==> config.mk <==
export PLATFORM = sky130hd
export DESIGN_NAME = clk_div_monitor
export DESIGN_NICKNAME = d
export VERILOG_FILES = /design/src/rtl/clk_div_monitor_pkg.sv /design/src/rtl/clk_div_edge_det.sv /design/src/rtl/clk_div_monitor.sv
export SDC_FILE = /design/constraint.sdc
export NUM_CORES = 1
export LEC_CHECK = 0
export ABC_AREA = 1
export CORE_MARGIN = 3
export CORE_UTILIZATION = 30
export DETAILED_ROUTE_END_ITERATION = 8
export MAX_ROUTING_LAYER = met4
export PLACE_DENSITY = 0.57
export SLEW_MARGIN = 40
export SYNTH_ARGS = -nofsm -noshare
export SYNTH_HDL_FRONTEND = slang
export SYNTH_SLANG_ARGS = --single-unit
export TNS_END_PERCENT = 5
==> constraint.sdc <==
create_clock -name clk -period 1.2 [get_ports clk]
set_input_delay 0.12 -clock clk [delete_from_list [all_inputs] [get_ports clk]]
set_output_delay 0.12 -clock clk [all_outputs]
set_load 0.005 [all_outputs]
==> src/rtl/clk_div_monitor_pkg.sv <==
// clk_div_monitor_pkg: shared types and helpers for the divided-clock monitor.
//   mon_state_e : measurement state (IDLE waits for the first rise, MEASURE counts periods)
//   cnt_width() : counter/period width able to hold MAX_RATIO+1 without wrapping
package clk_div_monitor_pkg;

    typedef enum logic [1:0] {
        IDLE    = 2'd0,
        MEASURE = 2'd1
    } mon_state_e;

    function automatic int unsigned cnt_width(input int unsigned max_ratio);
        return $clog2(max_ratio + 2);
    endfunction

endpackage

==> src/rtl/clk_div_edge_det.sv <==
// clk_div_edge_det: registers the divided clock and flags its edges.
//   clk    in  : source clock
//   resetn in  : synchronous reset, active low (registered copy resets to 0)
//   div_in in  : divided clock, synchronous to clk
//   rise   out : div_in high while its registered copy is low
//   fall   out : div_in low while its registered copy is high
//                (only present with CLK_DIV_MONITOR_DUTY_CHECK_EN)
module clk_div_edge_det (
    input  logic clk,
    input  logic resetn,
    input  logic div_in,
    output logic rise
`ifdef CLK_DIV_MONITOR_DUTY_CHECK_EN
   ,output logic fall
`endif
);

    logic div_q;

    always_ff @(posedge clk) begin
        if (!resetn) begin
            div_q <= 1'b0;
        end else begin
            div_q <= div_in;
        end
    end

    // div_q resets low, so a div_in already high right after reset is a rise.
    assign rise = div_in & ~div_q;
`ifdef CLK_DIV_MONITOR_DUTY_CHECK_EN
    assign fall = ~div_in & div_q;
`endif

endmodule

==> src/rtl/clk_div_monitor.sv <==
// clk_div_monitor: measures the period of a divided clock in clk cycles and
// checks it against a programmed ratio.
//   clk            in  : source clock (same clock as the divider)
//   resetn         in  : synchronous reset, active low
//   div_in         in  : divided clock under test, synchronous to clk
//   expected_ratio in  : expected period in clk cycles (legal 2..MAX_RATIO)
//   period         out : last measured period
//   period_valid   out : one-cycle pulse when period updates
//   locked         out : high after LOCK_COUNT consecutive matching periods
//   mismatch       out : one-cycle pulse when a period differs from expected_ratio
//   timeout        out : sticky, no rise within MAX_RATIO+1 cycles while measuring
//   duty_err       out : one-cycle pulse on a bad high/low split
//                        (only with CLK_DIV_MONITOR_DUTY_CHECK_EN)
// Optional macro CLK_DIV_MONITOR_DUTY_CHECK_EN adds the duty-cycle check.
module clk_div_monitor
    import clk_div_monitor_pkg::*;
#(
    parameter  int unsigned MAX_RATIO  = 16,
    parameter  int unsigned LOCK_COUNT = 3,
    localparam int unsigned CNT_W      = cnt_width(MAX_RATIO)
) (
    input  logic             clk,
    input  logic             resetn,
    input  logic             div_in,
    input  logic [CNT_W-1:0] expected_ratio,
    output logic [CNT_W-1:0] period,
    output logic             period_valid,
    output logic             locked,
    output logic             mismatch,
    output logic             timeout
`ifdef CLK_DIV_MONITOR_DUTY_CHECK_EN
   ,output logic             duty_err
`endif
);

    localparam int unsigned      STREAK_W = $clog2(LOCK_COUNT + 1);
    localparam logic [CNT_W-1:0] TO_CNT   = CNT_W'(MAX_RATIO + 1);
    localparam logic [CNT_W-1:0] MAX_R    = CNT_W'(MAX_RATIO);
    localparam logic [STREAK_W-1:0] LOCK_S = STREAK_W'(LOCK_COUNT);

    mon_state_e          state, state_next;
    logic                rise;
    logic [CNT_W-1:0]    cnt;
    logic [CNT_W-1:0]    exp_q;
    logic [STREAK_W-1:0] streak, streak_inc;
    logic                period_evt, timeout_evt;
    logic                ratio_ok, ratio_match, period_ok, exp_changed;

`ifdef CLK_DIV_MONITOR_DUTY_CHECK_EN
    logic             fall;
    logic [CNT_W-1:0] hcnt;
    logic [CNT_W:0]   twice_h, per_x;
    logic             duty_ok;
`endif

    clk_div_edge_det u_edge (
        .clk    (clk),
        .resetn (resetn),
        .div_in (div_in),
        .rise   (rise)
`ifdef CLK_DIV_MONITOR_DUTY_CHECK_EN
       ,.fall   (fall)
`endif
    );

    always_ff @(posedge clk) begin
        if (!resetn) begin
            state <= IDLE;
        end else begin
            state <= state_next;
        end
    end

    always_comb begin
        state_next  = state;
        period_evt  = 1'b0;
        timeout_evt = 1'b0;
        case (state)
            IDLE: begin
                if (rise) begin
                    state_next = MEASURE;
                end
            end
            MEASURE: begin
                // A rise on the timeout cycle still counts as a period.
                if (rise) begin
                    period_evt = 1'b1;
                end else if (cnt == TO_CNT) begin
                    timeout_evt = 1'b1;
                    state_next  = IDLE;
                end
            end
            default: state_next = IDLE;
        endcase
    end

    always_comb begin
        ratio_ok    = (expected_ratio >= CNT_W'(2)) && (expected_ratio <= MAX_R);
        ratio_match = ratio_ok && (cnt == expected_ratio);
        exp_changed = (expected_ratio != exp_q);
        streak_inc  = (streak >= LOCK_S) ? LOCK_S : streak + STREAK_W'(1);
`ifdef CLK_DIV_MONITOR_DUTY_CHECK_EN
        twice_h = {hcnt, 1'b0};
        per_x   = {1'b0, cnt};
        duty_ok = cnt[0] ? ((twice_h == per_x + (CNT_W+1)'(1)) ||
                            (twice_h == per_x - (CNT_W+1)'(1)))
                         : (twice_h == per_x);
        period_ok = ratio_match && duty_ok;
`else
        period_ok = ratio_match;
`endif
    end

    always_ff @(posedge clk) begin
        if (!resetn) begin
            cnt          <= '0;
            exp_q        <= '0;
            streak       <= '0;
            period       <= '0;
            period_valid <= 1'b0;
            locked       <= 1'b0;
            mismatch     <= 1'b0;
            timeout      <= 1'b0;
`ifdef CLK_DIV_MONITOR_DUTY_CHECK_EN
            hcnt         <= '0;
            duty_err     <= 1'b0;
`endif
        end else begin
            exp_q        <= expected_ratio;
            period_valid <= 1'b0;
            mismatch     <= 1'b0;
`ifdef CLK_DIV_MONITOR_DUTY_CHECK_EN
            duty_err     <= 1'b0;
            // cnt equals the cycles since the rise, so at the fall it is the
            // high-phase length; it holds until the next rise compares it.
            if (fall) begin
                hcnt <= cnt;
            end
`endif
            if (rise) begin
                cnt <= CNT_W'(1);
            end else if (state == MEASURE && !timeout_evt) begin
                cnt <= cnt + CNT_W'(1);
            end

            if (period_evt) begin
                period       <= cnt;
                period_valid <= 1'b1;
                mismatch     <= !ratio_match;
`ifdef CLK_DIV_MONITOR_DUTY_CHECK_EN
                duty_err     <= !duty_ok;
`endif
                if (period_ok) begin
                    streak <= streak_inc;
                    locked <= (streak_inc == LOCK_S);
                end else begin
                    streak <= '0;
                    locked <= 1'b0;
                end
            end

            if (timeout_evt) begin
                timeout <= 1'b1;
                streak  <= '0;
                locked  <= 1'b0;
            end

            // A ratio change overrides any streak progress made this cycle.
            if (exp_changed) begin
                streak <= '0;
                locked <= 1'b0;
            end
        end
    end

endmodule

Word-level counts from Yosys, hierarchy flattened
Index checks and enable logic that the tools add are counted.
Storage, ports and cells
  register bits after elaboration: 24
Operators by class
  add/subtract/negate cells: 2
  order comparisons: 3
  equality and inequality tests: 8
  multiplexer cells: 15
  bitwise logic cells: 3
  reduce and logical (&&, ||, !) cells: 11
Operators by type and width (number)
  two-way mux 2 bit: 5
  two-way mux 1 bit: 9
  inequality test 2 bit (second input constant): 3
  adder 5 x 1 -> 5 bit (second input constant): 1
  equality test 5 bit: 1
  equality test 5 bit (second input constant): 1
  greater-or-equal comparator 5 x 2 -> 1 bit (second input constant): 1
  <= comparator 5 bit (second input constant): 1
  inequality test 5 bit: 1
  one-hot mux 2 bit (2 select lines): 1
  logical AND 1 bit: 3
  AND reduction 3 bit: 1
  OR reduction 3 bit: 1
  adder 2 x 1 -> 2 bit (second input constant): 1
  equality test 2 x 1 -> 1 bit (second input constant): 1
  equality test 2 bit (second input constant): 1
  greater-or-equal comparator 2 bit (second input constant): 1
  zero test 1 bit: 2
  zero test 2 bit: 1
  NOT 1 bit: 2
  AND reduction 2 bit: 1
  nonzero test 2 bit: 1
  OR reduction 2 bit: 1
  bitwise AND 1 bit: 1

Logic depth before layout (Yosys ltp)
  depth after elaboration: 8
  gate-level depth with buffers: 9

Hierarchy
A second synthesis with hierarchy kept.
Unflattened totals
  cells, all modules: 144
  area total of the unflattened synthesis: 1019.7 sq um
Modules (own cells, without submodules)
  clk_div_monitor: instances 1, cells each 139, area each 982.2 sq um
  clk_div_edge_det: instances 1, cells each 5, area each 37.5 sq um

Worst setup path after synthesis
Ideal clock, no wire load.
  kind: reg-to-reg
  start: reg cnt[1]
  end: reg cnt[3]
  library setup time: 0.114 ns
  arrival: 1.152 ns
  data required time: 1.086 ns
  setup slack: -0.067 ns
  stages on the path, launching flop included: 9
  buffers on the path: 0
  clock period less this slack: 1.267 ns
  cell sequence: dfxtp_1 > inv_1 > ha_1 > nand2_1 > o21ai_4 > nand2_4 > nand2_2 > xor2_1 > nor2_1
On the way
  longest elaborated chain between the ends: 6
Ends and longest elaborated chain
  start: declaration: RTL line clk_div_monitor.sv:43  | logic [CNT_W-1:0] cnt;
  start signal: assignment: RTL line clk_div_monitor.sv:143  | cnt <= cnt + CNT_W'(1);
  equality test 5 bit: RTL line clk_div_monitor.sv:88  | end else if (cnt == TO_CNT) begin
  two-way mux 1 bit: RTL line clk_div_monitor.sv:88
  two-way mux 1 bit: RTL line clk_div_monitor.sv:86  | if (rise) begin
  two-way mux 1 bit: RTL line clk_div_monitor.sv:78  | case (state)
  zero test 1 bit: RTL line clk_div_monitor.sv:142  | end else if (state == MEASURE && !timeout_evt) begin
  logical AND 1 bit: RTL line clk_div_monitor.sv:142
Several ways; a longest one is shown, not always the timed one.
A chain may end at the register's enable or synchronous reset.

Final worst setup path
Same ends and word-level chain as after synthesis.

==> run_results.csv <==
group,metric,value,unit
status,status,"complete, but fails checks",
status,violations,"setup timing",
worst_setup_path,end_kind,"register",
detailed_routing,maxUsedRoutingLayer,"met4",
timing,hold_viol,0,
timing,finalClockSkew,0.00455,ns
global_route,grt_pass1_vias,938,
global_route,grt_max_degree,16,
timing,fin_crit,1.24,ns
clock_tree,clk_pin_slew_worst_paths,0.13,ns
synthesis,synth_seq_area_share,0.430,
clock_tree,cts_root_buf,"clkbuf_4",
clock_tree,clk-insertion-delay-late,0.31,ns
global_route,track_usage,0.119,
synthesis,yosys_warnings,0,
floorplan,die_h,65.8,µm
run,maxCapViolations,0,
final_layout,seqCellArea,474,µm²
synthesis,syn_nets,153,
detailed_routing,firstDrtPassIters,3,
final_layout,finalNetCount,189,
timing,timing.slew.headroom,0.836,
final_layout,synthToLayoutAreaGrowth,37.1,%
detailed_routing,dr_wl_met2,1180,µm
synthesis,synth-seq-cells,23,
floorplan,ios,17,
global_route,antenna_found_initial,0,
synthesis,synth.area.mux_share,0,
synthesis,syn_area_per_cell,7.49,µm²
min_path,hold_path_class,"in2reg",
detailed_routing,num_vias,978,
worst_setup_path,reg2reg_slack,-0.04,ns
detailed_routing,drc_errors,0,
detailed_routing,post_drt_via_cell_ratio,4.37,
clock_tree,clock_sinks,23,
floorplan,rows,21,
final_layout,stdcell_count,224,
synthesis,netlist_area,1070,µm²
detailed_routing,drtIter0Drc,33,
synthesis,ys_types,24,
worst_setup_path,cpMostUsedCell,"nand2_2",
worst_setup_path,cp_max_fo,7,
clock_tree,clockBufferDepth,2,
worst_setup_path,crit_slowest_cell,"dfxtp_2",
floorplan,die_w,65.8,µm
clock_tree,h-tree-depth,1,
pwr,power_leakage,0.700,nW
synthesis,syn_inst,143,
worst_setup_path,worstPathRequired,1.42,ns
worst_setup_path,start_kind,"register",
pwr,powerDensity,969,nW/µm²
placed_design,dpl.hpwl,1930,µm
clock_tree,cts_buffers,3,
floorplan,core,3390,µm²
placed_design,io_buffers,16,
placed_design,place.gp.congestion,0.781,
final_layout,num-fill-cells,345,
min_path,hold_depth,3,
detailed_routing,drtAntennaViolNets,0,
clock_tree,cts_tree,"yes",
clock_tree,holdBufCountCts,0,
timing,fmaxAchievable,805,MHz
synthesis,synth_xor_area_frac,0.0327,
final_layout,drive_above_1_share,0.309,
timing,period_share,1.04,
detailed_routing,wirelength,2450,µm
global_route,grt_first_pass_wirelength,3870,µm
detailed_routing,drt-met1-wl,1140,µm
synthesis,synth_top_family_by_area,"simple AND/OR/NAND/NOR gates",
detailed_routing,dr_wl_met3,78,µm
timing,setup_viol,3,
clock_tree,post_cts_buffers,0,
pwr,vdd_drop_max,0.336,mV
timing,holdWs,0.383,ns
worst_setup_path,rr_endpoint,"cnt[3]$_SDFFE_PP0P_",
placed_design,dp.cells,220,
synthesis,synth_simple_gate_area_frac,0.269,
floorplan,start_util,0.316,
worst_setup_path,cp_slowest_stage_delay,0.34,ns
min_path,hold_end,"u_edge.div_q$_SDFF_PN0_",
synthesis,yosys.area_share.adder,0.0234,
timing,slew_viol_final,0,
worst_setup_path,crit_path_cell_trace,"inv_2, ha_4, nand2_2, o21ai_4, nand2_4, nand2_2, xor2_1, nor2_1",
final_layout,n_antenna_cell,0,
worst_setup_path,path_class,"reg2reg",
timing,setup_ws,-0.0425,ns
placed_design,pre_cts_slack,-0.276,ns
min_path,worstHoldStart,"div_in",
timing,rsz0062_at_grt,"yes",
detailed_routing,wire_per_inst,10.9,µm
global_route,grt.overflow.total,0,
worst_setup_path,rr_worst_depth,8,
final_layout,multi_input_area,538,µm²
worst_setup_path,crit_arrival,1.46,ns
synthesis,synth_compound_area_frac,0.150,
timing,max_slew.worst_pin.slew,0.246,ns
floorplan,die-area,4320,µm²
worst_setup_path,rr_startpoint,"cnt[1]$_SDFFE_PP0P_",
worst max-delay path by stage:
stage / from / to
final: cnt[1]$_SDFFE_PP0P_ / cnt[3]$_SDFFE_PP0P_
after global routing: cnt[1]$_SDFFE_PP0P_ / cnt[3]$_SDFFE_PP0P_
after CTS: timeout$_SDFFE_PN0P_ / timeout
after detailed placement: expected_ratio[2] / locked$_SDFFE_PP0P_
after global placement: expected_ratio[2] / locked$_SDFFE_PP0P_
after floorplan: cnt[1]$_SDFFE_PP0P_ / cnt[3]$_SDFFE_PP0P_
metrics by stage:
step	power [mW]	TNS, ns	utilization	area (µm²)
floorplan	0.960	0	-	1080
global placement	1.08	-1.84	0.416	1410
finish	1.42	-0.0950	0.433	1470
CTS	1.43	-0.136	0.425	1440
detailed placement	1.08	-1.99	0.416	1410
global route	1.50	-0.731	0.433	1470
synthesized netlist by cell type:
| master | instances | share of area |
|---|---|---|
| nand2_1 | 31 | 0.11 |
| dfxtp_1 | 23 | 0.43 |
| inv_1 | 19 | 0.067 |
| a21oi_1 | 14 | 0.065 |
| nor2_1 | 10 | 0.035 |
| nand3_1 | 7 | 0.033 |
| o21ai_0 | 7 | 0.033 |
| inv_2 | 4 | 0.014 |
| nand2_2 | 4 | 0.023 |
| o21ai_1 | 4 | 0.019 |
| nor2_2 | 3 | 0.018 |
| ha_1 | 2 | 0.023 |
| nand2_4 | 2 | 0.021 |
| xnor2_1 | 2 | 0.016 |
| xor2_1 | 2 | 0.016 |
| buf_4 | 1 | 0.0070 |
| clkbuf_1 | 1 | 0.0035 |
| clkinv_2 | 1 | 0.0047 |
| nand3_2 | 1 | 0.0093 |
| nor2_4 | 1 | 0.011 |
| nor3_1 | 1 | 0.0047 |
| o21ai_4 | 1 | 0.015 |
| o21bai_4 | 1 | 0.018 |
| or2_0 | 1 | 0.0058 |
layout by cell type (no fill, tap or decap), types with 3 or more instances in the layout:
cell type | netlist | final
clkbuf_4 | 0 | 3
o21ai_1 | 4 | 4
nor2_2 | 3 | 3
inv_1 | 19 | 18
dfxtp_2 | 0 | 8
nand2_2 | 4 | 5
nor2_1 | 10 | 10
a21oi_1 | 14 | 12
nand2_1 | 31 | 30
dfxtp_1 | 23 | 14
inv_2 | 4 | 5
clkdlybuf4s50_1 | 0 | 7
o21ai_0 | 7 | 7
buf_4 | 1 | 17
nand3_1 | 7 | 6
dlygate4sd2_1 | 0 | 8
power breakdown:
part	internal (mW)	total (mW)	switching [mW]
Clock	0.124	0.356	0.231
Sequential	0.797	0.820	0.0229
Combinational	0.120	0.248	0.128
routing by layer:
| layer | vias up | track usage |
|---|---|---|
| li1 | 514 | - |
| met1 | 442 | 0.137 |
| met5 | - | - |
| met3 | 8 | 0.0222 |
| met2 | 14 | 0.204 |
| met4 | 0 | 0.0466 |
state kept, by name, summed over array words and instances (netlist names):
name	count
state	1
period_valid	1
streak	2
locked	1
exp_q	5
timeout	1
period	5
mismatch	1
u_edge.div_q	1
cnt	5
cell type report:
class,count,share of cell area
Timing Repair Buffer,33,0.191
Sequential cell,23,0.323
Clock inverter,1,0.00341
Clock buffer,3,0.0153
Tap cell,46,0.0392
Multi-Input combinational cell,94,0.366
Inverter,24,0.0622
critical path: cells and delay by family, from the launching register on:
family	cells	cell delay (ns)
xor+xnor	1	0.13
flops	1	0.34
buf+inv	1	0.07
simple gates	4	0.29
compound gates	1	0.19
fa+ha+maj	1	0.13
what timing repair did:
action	in CTS	in global routing
gates resized for setup	16	7
endpoints found under the setup margin	15	10
pin swaps	3	5
logic make-up after synthesis:
group	count (synthesis)
buffers and inverters	26
and+or+nand+nor	61
adders and majority gates	2
AOI/OAI and AO/OA	27
xor gates and xnor gates	4
DFF	23
No activity file was read; power rests on OpenSTA's default activity.
==> variant 1 (same flow settings) <==
Set the parameter `MAX_RATIO` to 32 (it was 16).
--- a/src/rtl/clk_div_monitor.sv
+++ b/src/rtl/clk_div_monitor.sv
@@ -15,7 +15,7 @@
 module clk_div_monitor
     import clk_div_monitor_pkg::*;
 #(
-    parameter  int unsigned MAX_RATIO  = 16,
+    parameter  int unsigned MAX_RATIO  = 32,
     parameter  int unsigned LOCK_COUNT = 3,
     localparam int unsigned CNT_W      = cnt_width(MAX_RATIO)
 ) (
Ports: changed (resized expected_ratio and period); port bits go from 17 to 19. No check against the original RTL was run, so the function may have changed too.
==> variant 1 against the original RTL <==
The flow still finishes with violations (setup timing); worst setup slack improved by 0.021 ns; highest routed layer unchanged; count of clock-buffer cells in the layout unchanged; utilization increased by 1.6 points; routed wire length increased by 17%; final area increased by 18%; synthesized area increased by 18%; largest cell class unchanged; total power increased by 35%; sequential cell count increased by 3.
==> variant 1: results (changes against the original RTL) <==
| Metric | Value |
|---|---|
| Setup WS post-layout | -0.0214 ns (+0.0211 ns) |
| Leading registers by flop count | cnt x6, exp_q x6, period x6 |
| Leakage | 0.000874 uW (+25%) |
| Reg2Reg Launch Point | cnt[0] |
| First-pass GRT wire length | 5.04 mm (+30%) |
| Synth Area in Compound Gates | 12.7% (-2.3 points) |
| GR Util All Layers | 12.9% (+0.92 points) |
| Root buffer cell | clkbuf_8 |
| Synth Area in XOR/XNOR | 2.78% (-0.50 points) |
| DR pass1 iterations | 4 (+1) |
| Clock transition at path regs | 0.09 ns (-0.04 ns) |
| Syn Nets | 195 (+27%) |
| Vias in the first global route | 1,100 (+17%) |
| Routed wire length | 2.87 mm (+17%) |
| Avg Inst Size Synth | 6.86 um^2 (-8.4%) |
| Pre-CTS setup slack | -0.249 ns (+0.0266 ns) |
| Post-Synth Adder-Cell Area | 1.98% (-0.35 points) |
| IO buf count | 18 (+2) |
| Status | complete, but fails checks |
| Worst-Margin Slew | 0.206 ns (-0.0405 ns) |
| Violated checks | setup timing |
| Sw Share | 23.1% (-3.7 points) |
| Post-synth top cells | nand2_1, inv_1, dfxtp_1 |
| Sum Neg Setup Slack | -0.0632 ns (+0.0318 ns) |
| Worst r2r path cells | 6 (-2) |
| CTS resizes | 23 (+7) |
| DRT iter0 DRCs | 91 (+180%) |
| Clock power frac | 37.2% (+12 points) |
| Post-synthesis sequential area ratio | 41.2% (-1.8 points) |
| Reg power frac | 47.8% (-9.8 points) |
| Final setup viols | 5 (+2) |
| Clk. pwr | 717 uW (+100%) |
## variant 1: cell count changes in the layout (fill, tap and decap cells not counted), moves of 2 or more
cell,unedited run,this run
inv_1,18,26
dfxtp_1,14,18
o21ai_0,7,5
nor2_1,10,18
clkbuf_8,0,3
clkbuf_4,3,0
nand3_2,2,0
nand2_1,30,54
clkinv_2,2,0
o21ai_1,4,6
## variant 1: kinds of logic (layout without fill, tap and decap cells)
kind of cell | after synthesis | after routing
and+or+nand+nor | 89 | 89
buffers and inverters | 36 | 74
AOI/OAI and AO/OA | 27 | 27
DFF | 26 | 26
xor gates and xnor gates | 4 | 4
adders and majority gates | 2 | 2
## variant 1: worst max-delay path: stages (launching register included)
cell and delay, ns:
dfxtp_4 0.38, buf_4 0.14, ha_1 0.20, nand3_1 0.10
xor2_1 0.15, nand2_1 0.08, a21oi_2 0.11
## variant 1: worst max path at each step
| stage | startpoint | end | slack, ns | cells past startpoint |
|---|---|---|---|---|
| after floorplan | cnt[1] | cnt[2] | 0.002 | 8 |
| after CTS | cnt[0] | cnt[4] | -0.05 | 7 |
| after global routing | cnt[1] | streak[0] | -0.12 | 9 |
| after global placement | expected_ratio[2] | locked | -0.25 | 8 |
| after detailed placement | expected_ratio[2] | streak[1] | -0.25 | 9 |
| final | cnt[0] | cnt[4] | -0.02 | 6 |
## variant 1: layout make-up
class                   count  area (um^2)
fillers                   407         2120
multi-input cells         122          626
flip-flops and latches     26          533
repair buffers             36          307
inverters                  34          135
well taps                  48         60.1
clock buffers               3         41.3
clock inverters             1         30.0
## variant 1: metal layers
layer | wire, um | track usage, % | up-vias
li1 | - | - | 636
met1 | 1400 | 16.5 | 501
met2 | 1330 | 20.4 | 18
met3 | 128 | 3.41 | 2
met4 | 17 | 2.51 | 0
met5 | 0 | - | -
==> variant 2 (same settings) <==
Without the edit above. Make the reset (`resetn`) asynchronous in 3 clocked blocks. Comments in the files are not updated.
--- a/src/rtl/clk_div_edge_det.sv
+++ b/src/rtl/clk_div_edge_det.sv
@@ -17,7 +17,7 @@
 
     logic div_q;
 
-    always_ff @(posedge clk) begin
+    always_ff @(posedge clk or negedge resetn) begin
         if (!resetn) begin
             div_q <= 1'b0;
         end else begin
--- a/src/rtl/clk_div_monitor.sv
+++ b/src/rtl/clk_div_monitor.sv
@@ -63,7 +63,7 @@
 `endif
     );
 
-    always_ff @(posedge clk) begin
+    always_ff @(posedge clk or negedge resetn) begin
         if (!resetn) begin
             state <= IDLE;
         end else begin
@@ -111,7 +111,7 @@
 `endif
     end
 
-    always_ff @(posedge clk) begin
+    always_ff @(posedge clk or negedge resetn) begin
         if (!resetn) begin
             cnt          <= '0;
             exp_q        <= '0;
Check against the original RTL: differs if resetn is asserted again (counterexample within 4 cycles, from zero or initial values and one cycle with resetn low); with resetn held inactive, the same outputs for 10 cycles.
==> variant 2 against the original RTL <==
The flow still finishes with violations (setup timing); synthesized cell count decreased by 4.9%; utilization increased by 0.13 points; routed wire length decreased by 7.8%; worst setup slack got worse by 0.035 ns; sequential cell count unchanged; final area increased by 2.6%; synthesized area increased by 4.1%; critical path type unchanged.
Power is not compared: it rests on default switching activity, and its combinational part moved more than twofold at a synthesized area within 25%.
==> variant 2: results (changes against the original RTL) <==
| Metric | Value |
|---|---|
| Violated checks | setup timing |
| Detailed-placement wirelength estimate | 1.72 mm (-11%) |
| Clock transition at path regs | 0.08 ns (-0.05 ns) |
| Worst-Margin Slew | 0.291 ns (+0.0454 ns) |
| Ys async rst share | 100% (+100 points) |
| Post-synth top cells | nand2_1, dfrtp_1, inv_1 |
| DRT iter0 DRCs | 44 (+33%) |
| Reg2Reg Launch Point | cnt[0] |
| Largest fanout on the critical path | 3 (-4) |
| Post-synthesis sequential area ratio | 51.6% (+8.6 points) |
| Root buffer cell | clkbuf_8 |
| Reg-to-Reg End | cnt[3] |
| Placed cell areas | 1460 um^2 (+3.2%) |
| Final Non-Filler Cells | 215 (-4.0%) |
| Placed insts | 211 (-4.1%) |
| Final setup viols | 8 (+5) |
| Largest net degree at the start of global routing | 24 (+8) |
| Vias in the first global route | 873 (-6.9%) |
| CP Data Arrival Time | 1.48 ns (+0.02 ns) |
| GR Util All Layers | 11.9% (-0.062 points) |
| Status | complete, but fails checks |
| Setup WS post-layout | -0.0770 ns (-0.0345 ns) |
| CP max-delay cell | dfrtp_1 |
| DR pass1 iterations | 4 (+1) |
| Final nets | 180 (-4.8%) |
==> variant 2: worst reg2reg max path: stages, from the launching register on <==
cell     delay (ns)
dfrtp_1        0.44
ha_4           0.18
nand2_1        0.06
inv_2          0.04
nand2_1        0.11
nand2_2        0.09
o21ai_0        0.15
nand2_1        0.07
nor2_1         0.08
==> variant 2: kinds of logic after synthesis <==
kind of cell               Yosys count  synth area share [%]
and+or+nand+nor                     74                  30.4
xor gates and xnor gates             3                  2.36
buffers and inverters               21                  7.18
adders and majority gates            2                  2.24
AOI/OAI and AO/OA                   13                  6.17
DFF                                 23                  51.6
==> variant 2: power breakdown <==
part	switching, uW	internal (uW)
Sequential	139	948
Combinational	458	491
Clock	252	232
Total	849	1670
==> variant 2: cell type report <==
cell class	count	area (um^2)
multi-input combinational	92	493
clock buffer	3	41.3
clock inverter	1	5.00
tap	46	57.6
inverter	20	75.1
fill	367	1960
timing repair buffer	30	260
sequential	23	576
==> variant 2: per-stage QoR <==
| stage | hold slack (ns) | utilization (%) | TNS [ns] |
|---|---|---|---|
| 2_1_floorplan | -0.176 | - | -0.0547 |
| 3_3_place_gp | 0.456 | 42.0 | -1.82 |
| 3_5_place_dp | 0.467 | 42.0 | -2.09 |
| 4_1_cts | 0.207 | 43.2 | -0.314 |
| 5_1_grt | 0.107 | 43.5 | -1.25 |
| 6_report | 0.106 | 43.5 | -0.405 |
==> variant 2: repair_timing <==
| item | 4_1_cts | 5_1_grt |
|---|---|---|
| resized for setup | 13 | 4 |
| endpoints found under the setup margin | 17 | 12 |
| pin swaps | 1 | 11 |
| gates cloned | 0 | 0 |
==> variant 2: how the worst min path moves through the flow <==
stage,startpoint,end,slack (ns),depth (start not counted)
finish,expected_ratio[3],exp_q[3],0.11,1
floorplan,resetn,cnt[0],-0.18,0
CTS,resetn,exp_q[3],0.21,2
detailed placement,timeout,timeout,0.47,1
global route,expected_ratio[3],exp_q[3],0.11,1
global placement,timeout,timeout,0.46,1
==> variant 2: per-layer routing <==
| layer | vias up | part of all wire (%) | global-route usage (%) |
|---|---|---|---|
| met4 | 0 | 1.4 | 6.08 |
| met1 | 436 | 46 | 14.3 |
| met2 | 17 | 50 | 19.2 |
| met5 | - | 0 | - |
| met3 | 3 | 2.6 | 1.85 |
| li1 | 493 | - | - |
